$ cat src/rtl/pkt_ts_capture.sv
// Packet timestamp capture: forwards NetFPGA words through a FIFO, classifies IPv4
// packets by protocol/destination IP and records start-of-packet timestamps into a slot ring.
module pkt_ts_capture #(
  parameter int unsigned DATA_WIDTH      = 64,
  parameter int unsigned CTRL_WIDTH      = 8,
  parameter int unsigned NUM_SLOTS       = 8,
  parameter int unsigned TS_WIDTH        = 32,
  parameter int unsigned FIFO_DEPTH_BITS = 5,
  parameter int unsigned CNT_WIDTH       = 32
) (
  input  logic                          clk,
  input  logic                          reset,
  input  logic [DATA_WIDTH-1:0]         in_data,
  input  logic [CTRL_WIDTH-1:0]         in_ctrl,
  input  logic                          in_wr,
  output logic                          in_rdy,
  output logic [DATA_WIDTH-1:0]         out_data,
  output logic [CTRL_WIDTH-1:0]         out_ctrl,
  output logic                          out_wr,
  input  logic                          out_rdy,
  input  logic                          cfg_enable,
  input  logic                          cfg_wrap,
  input  logic                          cfg_proto_en,
  input  logic [7:0]                    cfg_proto,
  input  logic                          cfg_dip_en,
  input  logic [31:0]                   cfg_dip,
  input  logic                          cfg_clear,
  output logic [NUM_SLOTS*TS_WIDTH-1:0] ts_slots,
  output logic [NUM_SLOTS-1:0]          slot_valid,
  output logic [$clog2(NUM_SLOTS)-1:0]  wr_ptr,
  output logic                          full,
  output logic [CNT_WIDTH-1:0]          match_count,
  output logic [CNT_WIDTH-1:0]          pkt_count
);

  localparam int unsigned PW = $clog2(NUM_SLOTS);
  localparam int unsigned FD = 1 << FIFO_DEPTH_BITS;
  localparam int unsigned CW = FIFO_DEPTH_BITS + 1;
  localparam int unsigned WW = DATA_WIDTH + CTRL_WIDTH;
  localparam logic [CW-1:0] FIFO_FULL = CW'(FD);
  localparam logic [CW-1:0] FIFO_NF   = CW'(FD - 2);

  typedef enum logic [2:0] {S_IDLE, S_HDR, S_PARSE, S_EVAL, S_WAIT} state_t;

  // ---------------- forwarding FIFO ----------------
  logic [WW-1:0]              r_mem [FD];
  logic [FIFO_DEPTH_BITS-1:0] r_fifo_rd;
  logic [FIFO_DEPTH_BITS-1:0] r_fifo_wr;
  logic [CW-1:0]              r_fifo_cnt;
  logic                       w_empty;
  logic                       w_push;
  logic                       w_pop;
  logic [WW-1:0]              w_head;

  assign w_empty  = (r_fifo_cnt == '0);
  assign w_push   = in_wr && (r_fifo_cnt != FIFO_FULL) && !reset;
  assign w_pop    = !w_empty && out_rdy && !reset;
  assign w_head   = r_mem[r_fifo_rd];
  assign in_rdy   = (r_fifo_cnt < FIFO_NF) && out_rdy;
  assign out_wr   = w_pop;
  // Head is masked while nothing valid is held so stale words never appear on the bus
  assign out_ctrl = (w_empty || reset) ? '0 : w_head[WW-1 -: CTRL_WIDTH];
  assign out_data = (w_empty || reset) ? '0 : w_head[DATA_WIDTH-1:0];

  always_ff @(posedge clk) begin
    if (w_push) r_mem[r_fifo_wr] <= {in_ctrl, in_data};
  end

  always_ff @(posedge clk) begin
    if (reset) begin
      r_fifo_rd  <= '0;
      r_fifo_wr  <= '0;
      r_fifo_cnt <= '0;
    end else begin
      if (w_push) r_fifo_wr <= r_fifo_wr + 1'b1;
      if (w_pop)  r_fifo_rd <= r_fifo_rd + 1'b1;
      if (w_push && !w_pop)      r_fifo_cnt <= r_fifo_cnt + 1'b1;
      else if (!w_push && w_pop) r_fifo_cnt <= r_fifo_cnt - 1'b1;
    end
  end

  // ---------------- free-running timestamp ----------------
  logic [TS_WIDTH-1:0] r_ts;

  always_ff @(posedge clk) begin
    if (reset) r_ts <= '0;
    else       r_ts <= r_ts + 1'b1;
  end

  // ---------------- parser FSM ----------------
  state_t              r_state;
  logic [2:0]          r_w;
  logic [TS_WIDTH-1:0] r_sop_ts;
  logic [15:0]         r_ethertype;
  logic [7:0]          r_proto;
  logic [15:0]         r_dip_hi;
  logic [15:0]         r_dip_lo;
  logic                r_match;
  logic                w_eop;
  logic [15:0]         w_dip_lo;
  logic                w_is_ip;
  logic                w_match;
  logic                w_eval;
  logic                w_capture;

  assign w_eop    = (out_ctrl != '0);
  // The final DIP half can arrive together with EOP, so it is taken straight off the bus in PARSE
  assign w_dip_lo = (r_state == S_PARSE) ? out_data[63:48] : r_dip_lo;
  assign w_is_ip  = (r_ethertype == 16'h0800);
  assign w_match  = w_is_ip && (!cfg_proto_en || (r_proto == cfg_proto))
                    && (!cfg_dip_en || ({r_dip_hi, w_dip_lo} == cfg_dip));
  assign w_eval   = (r_state == S_EVAL) ||
                    ((r_state == S_PARSE) && (r_w == 3'd4) && w_pop && w_eop);
  assign full     = (&slot_valid) && !cfg_wrap;
  assign w_capture = w_pop && w_eop && cfg_enable && !full &&
                     (((r_state == S_WAIT) && r_match) || (w_eval && w_match));

  always_ff @(posedge clk) begin
    if (reset) begin
      r_state     <= S_IDLE;
      r_w         <= '0;
      r_sop_ts    <= '0;
      r_ethertype <= '0;
      r_proto     <= '0;
      r_dip_hi    <= '0;
      r_dip_lo    <= '0;
      r_match     <= 1'b0;
    end else begin
      unique case (r_state)
        S_IDLE: if (w_pop && w_eop) r_state <= S_HDR;
        S_HDR: begin
          if (w_pop && !w_eop) begin
            r_sop_ts <= r_ts;
            r_w      <= 3'd1;
            r_state  <= S_PARSE;
          end
        end
        S_PARSE: begin
          if (w_pop) begin
            r_w <= r_w + 3'd1;
            if (w_eop) r_state <= S_IDLE;
            else begin
              unique case (r_w)
                3'd1: r_ethertype <= out_data[31:16];
                3'd2: r_proto     <= out_data[7:0];
                3'd3: r_dip_hi    <= out_data[15:0];
                3'd4: begin
                  r_dip_lo <= out_data[63:48];
                  r_state  <= S_EVAL;
                end
                default: ;
              endcase
            end
          end
        end
        S_EVAL: begin
          r_match <= w_match;
          r_state <= (w_pop && w_eop) ? S_IDLE : S_WAIT;
        end
        S_WAIT: if (w_pop && w_eop) r_state <= S_IDLE;
        default: r_state <= S_IDLE;
      endcase
    end
  end

  // ---------------- capture slots and counters ----------------
  logic [TS_WIDTH-1:0] r_slots [NUM_SLOTS];

  always_ff @(posedge clk) begin
    if (reset || cfg_clear) begin
      r_slots     <= '{default: '0};
      slot_valid  <= '0;
      wr_ptr      <= '0;
      match_count <= '0;
      pkt_count   <= '0;
    end else begin
      if (w_eval && w_is_ip && (pkt_count != '1)) pkt_count <= pkt_count + 1'b1;
      if (w_capture) begin
        r_slots[wr_ptr]    <= r_sop_ts;
        slot_valid[wr_ptr] <= 1'b1;
        wr_ptr             <= PW'(wr_ptr + 1'b1);
        if (match_count != '1) match_count <= match_count + 1'b1;
      end
    end
  end

  for (genvar k = 0; k < NUM_SLOTS; k++) begin : g_flat
    assign ts_slots[k*TS_WIDTH +: TS_WIDTH] = r_slots[k];
  end

endmodule

$ cat config.mk
export PLATFORM = sky130hd
export DESIGN_NAME = pkt_ts_capture
export DESIGN_NICKNAME = d
export VERILOG_FILES = /design/src/rtl/pkt_ts_capture.sv
export SDC_FILE = /design/constraint.sdc
export NUM_CORES = 2
export LEC_CHECK = 0
export ABC_AREA = 1
export BUFFER_PORTS_ARGS = -buffer_cell sky130_fd_sc_hd__buf_2
export CAP_MARGIN = 40
export CORE_UTILIZATION = 25
export CTS_CLUSTER_DIAMETER = 120
export DETAILED_ROUTE_END_ITERATION = 8
export PLACE_DENSITY = 0.37
export SLEW_MARGIN = 20
export SYNTH_ARGS = -nofsm -noshare
export SYNTH_HDL_FRONTEND = slang
export SYNTH_SLANG_ARGS = --single-unit
$ cat constraint.sdc
create_clock -name clk -period 8.8 [get_ports clk]
set_input_delay 0.44 -clock clk [delete_from_list [all_inputs] [get_ports clk]]
set_output_delay 0.44 -clock clk [all_outputs]
set_load 0.02 [all_outputs]
* Yosys cells after proc, flatten, opt, wreduce, memory -nomap -nowiden
Memories as Yosys holds them, arrays and structs flattened. A register that Yosys moved wholly into a read port is not among the register bits. Cells that the tools add are included.
Operators by class: reductions and logical operators 53, eq/ne operators 19, muxes and demuxes 25, order comparisons 5, add/subtract/negate cells 9, bitwise gates (word level) 3
Operator list (count):
- $bwmux W256 | 1
- $add A32 B1 Y32 const B | 3
- $demux W32 S3 | 1
- $mux W64 | 1
- $ne A32 B32 Y1 const B | 2
- $eq A32 B32 Y1 | 1
- $mux W32 | 1
- $mux W3 | 9
- $logic_and A1 B1 Y1 | 24
- $eq A16 B12 Y1 const B | 1
- $mux W16 | 1
- $reduce_and A4 Y1 | 4
- $pmux W3 S5 | 1
- $eq A3 B2 Y1 const B | 4
- $mux W6 | 2
- $add A5 B1 Y5 const B | 2
- $mux W5 | 2
- $logic_not A1 Y1 | 9
- $eq A8 B8 Y1 | 1
- $mux W8 | 1
- $ne A2 B2 Y1 const B | 4
- $or A8 B8 Y8 | 1
- $reduce_and A8 Y1 | 1
- $reduce_bool A8 Y1 | 1
- other kinds (24) | 36
Storage, ports and cells: flip-flop bits (word level) 474, bits of input ports 121, output and inout port bits 406, memories 1, memory bits (writable) 2304, word-level logic and storage cells 139
Memories:
- r_mem | depth 32, bits a word 72, read ports 1, clocked after memory_dff 1, wr ports 1, RTL line 46 | logic [WW-1:0] r_mem [FD];

* Longest topological paths before layout
word-level depth 11, depth in mapped cells 29, depth with buffers taken out 24

* Least setup slack after synthesis
OpenSTA, ideal clock, no wires.
path kind input port to flip-flop, start input port reset, end memory r_mem[31][0] in the netlist's numbering (enable), path buffers 1, stages on the path 4, slack 2.342 ns, data required time 8.207 ns, arrival 5.865 ns, library setup time 0.593 ns, cells stage by stage clkbuf_1 inv_1 nand3_1 nor3_1
On the way: word-level cells in the longest chain between the ends 4
Ends and longest elaborated chain:
- start, declared | RTL line 12 | input logic reset,
- $logic_not A1 Y1 | RTL line 56 | assign w_push = in_wr && (r_fifo_cnt != FIFO_FULL) && !reset;
- $logic_and A1 B1 Y1 | RTL line 56
- $mux W1 | RTL line 66 | if (w_push) r_mem[r_fifo_wr] <= {in_ctrl, in_data};
- $mux W1 (implied by the code) | RTL line 66
- end, declared | RTL line 46
No other way between the ends.

==> impl_results.md <==
* Status: finished clean
* First-pass GRT wire length at 597000 µm
* PortBufs at 526
* RSZ-0062 raised after global routing: false
* GPL Wtd Cong at ~0.8
* EDFF count, synth at 2304
* DR WL/cell at ~25 µm
* Final nets at between 10000 and 15000
* Measured slew at the worst slew-check pin at approximately 1100 ps
* Final setup viols at 0
* Cell variety after synth at 50
* Std-Cell Rows at 245
* Post-synthesis sequential area ratio at 0.702
* Worst Path Required at 8360 ps
* Max-cap violations at 0
* Vias at around 80000
* Total power per unit cell area at between 200 and 250 nW/µm²
* Mean Syn Cell Area at 11.0 µm²
* Ys flop type: edfxtp_1
* Layout area overhead at 19.0%
* Most common cell after layout, fill and taps aside: edfxtp_1
* Vias in the first global route at 76900
* Final Critical Period at 6500 ps
* Via density at between 4 and 5
* ANT nets after route at 0
* Layout cells sized above 1 at 0.117
* Final Slew Violations at 0
* FF/Latch Area at between 70000 and 80000 µm²
* Routed WL at approximately 420000 µm
* Starting DRC count in detailed routing at ~6200
* CP Launch Type: flop
* Worst-Skew Late Latency at 950 ps
* DR WL met2 at 204000 µm
* Routed wl met3 at 19900 µm
* Met1 Wirelength at 192000 µm
* Peak VDD IR at 0.147 mV
* Worst Hold Class: in2reg
* CP bufs+invs at 6
* Die area at between 400000 and 500000 µm²
* DR top layer: met5
* FMAX at 154 MHz
* Critical-path cell with the highest stage delay: buf_12
* Largest net degree at the start of global routing at 197
* Critical Path Max Stage Delay at between 600 and 700 ps
* Worst-path maximum fanout at 153
* Headroom to the max-slew limit at 0.299
* Total GRT Usage at 0.182
* Die width at 672 µm
* Remaining DRCs at 0
* Final Hold Vio Count at 0
* CTS tree: yes
* #FFs+latches synth at 2783
* Critical path cell sequence: inv_8 -> buf_4 -> buf_12 -> buf_4 -> buf_12 -> o21ai_0 -> o22ai_1 -> nor2_1 -> o32ai_1 -> nor2_1 -> nor2_1 -> buf_2
* Clock skew at between 50 and 60 ps
* Most frequent CP cell: nor2_1
* Most frequent cells in the layout: edfxtp_1, nor2_1, nand2_1
* CTS root buffer: clkbuf_16
* TNS Setup at 0 ps
* Hpwl dp at about 230000 µm
* Inserted Clock Buffers at 324
* Multi-input combinational cell area at 28700 µm²
* Starting Density at 0.252
* Die extent in y at about 670 µm
* Yosys warns at 0
* Post-synth ARST share at 0
* Worst setup path class: reg2out
* Clock sink total at 2783
* Io pins at 527
* Cell Area, Synth at 112000 µm²
* Worst Setup End Kind: primary output
* Synth Net Count at roughly 10000
* Crit path max-delay family: buffers and inverters
* Grt ovf at 0
* Worst EP arrival at 6060 ps
* Core Util, Final at 0.299
* DR pass1 iterations at 5
* Leakage power at 48.1 nW
* Final worst path period share at 0.738
* Core Box Area at 446000 µm²
* Initial antenna violation count at 56
* Clock slew at reported path FFs at roughly 60 ps
* Post-CTS Repair Setup Buffers at 0
* Bufs on Longest Clock Path at 4
* Clock H-tree levels at 5
* Synthesized instance count at 10200
* Fill cells at 45600
[tightest hold or removal path, cell delays in order]
cell and delay (ps):
buf_2 100, nor2_4 70, buf_12 200, nand2_1 120, nor2_1 30
[worst paths after layout]
kind / startpoint / to / slack [ps] / cells after the start
worst max-delay path: flop / out_data[12] / 2300 / 12
worst min-delay path: cfg_clear / match_count[31]$_SDFFE_PP0P_ / 50 / 5
worst max register to register: flop / ts_slots[137]$_SDFFE_PP0P_ / 2650 / 24
worst min register to register: r_fifo_rd[4]$_SDFFE_PP0P_ / flop / 440 / 1
[timing repair]
action / in CTS / in global routing
endpoints found under the hold margin: 2266 / 0
hold buffers: 75 / 0
gates resized for setup: 0 / 0
[power by group]
group	leakage, nW	switching (mW)	internal, mW
Clock	5.04	5.60	7.77
Combinational	18.5	3.00	1.11
Sequential	24.6	0.0802	14.3
Total	48.1	8.68	23.2
[cell usage after synthesis, types with 59 or more instances]
master    number  share of area
buf_2        133         0.0059
edfxtp_1    2304           0.62
o21ai_0     1166          0.052
o221ai_1      67         0.0052
nand2_1     1488          0.050
nor2_1      1927          0.064
a21oi_1      161         0.0072
nor3_1        59         0.0026
dfxtp_1      479          0.085
o22ai_1      423          0.024
inv_1        500          0.017
clkbuf_1     431          0.014
nand3_1      569          0.025
[sequential cells by signal (all words and copies together) (netlist names), 8 cells and up, named ones only]
name	flops
match_count	32
slot_valid	8
r_sop_ts	32
ts_slots	256
r_proto	8
r_ethertype	16
r_ts	32
pkt_count	32
r_mem	2304
r_dip_lo	16
r_dip_hi	16
[through the flow]
stage / cell area (µm²) / hold WS, ps / instances / worst slack [ps] / total power, mW
after floorplan: 112000 / 412 / 10200 / 2340 / 17.1
after CTS: 133000 / 25.7 / 16800 / 1990 / 32.3
after detailed placement: 122000 / 422 / 16200 / 2620 / 18.8
after global routing: 133000 / 107 / 16800 / 1970 / 33.1
final: 134000 / 53.7 / 16900 / 2300 / 31.9
after global placement: 121000 / 417 / 16100 / 2650 / 18.7
[cell type report]
type                       instances  share of cell area
tap                             5928              0.0556
multi-input combinational       6195               0.215
inverter                         510              0.0146
antenna                           19            0.000356
timing repair buffer             833              0.0470
clock buffer                     418              0.0660
sequential                      2783               0.590
clock inverter                   165              0.0115
[cell families after synthesis]
kind of cell,Yosys count,share of synthesized area
xor gates and xnor gates,52,0.00406
AOI/OAI and AO/OA,1963,0.0973
DFF,2783,0.702
and+or+nand+nor,4160,0.149
buffers and inverters,1194,0.0451
adders and majority gates,20,0.00230
[metal layers]
metal,vias up,track usage
li1,36600,-
met1,40400,0.246
met2,2089,0.308
met3,490,0.0253
met4,16,0.0386
met5,-,0
No activity file was read; power rests on OpenSTA's default activity.
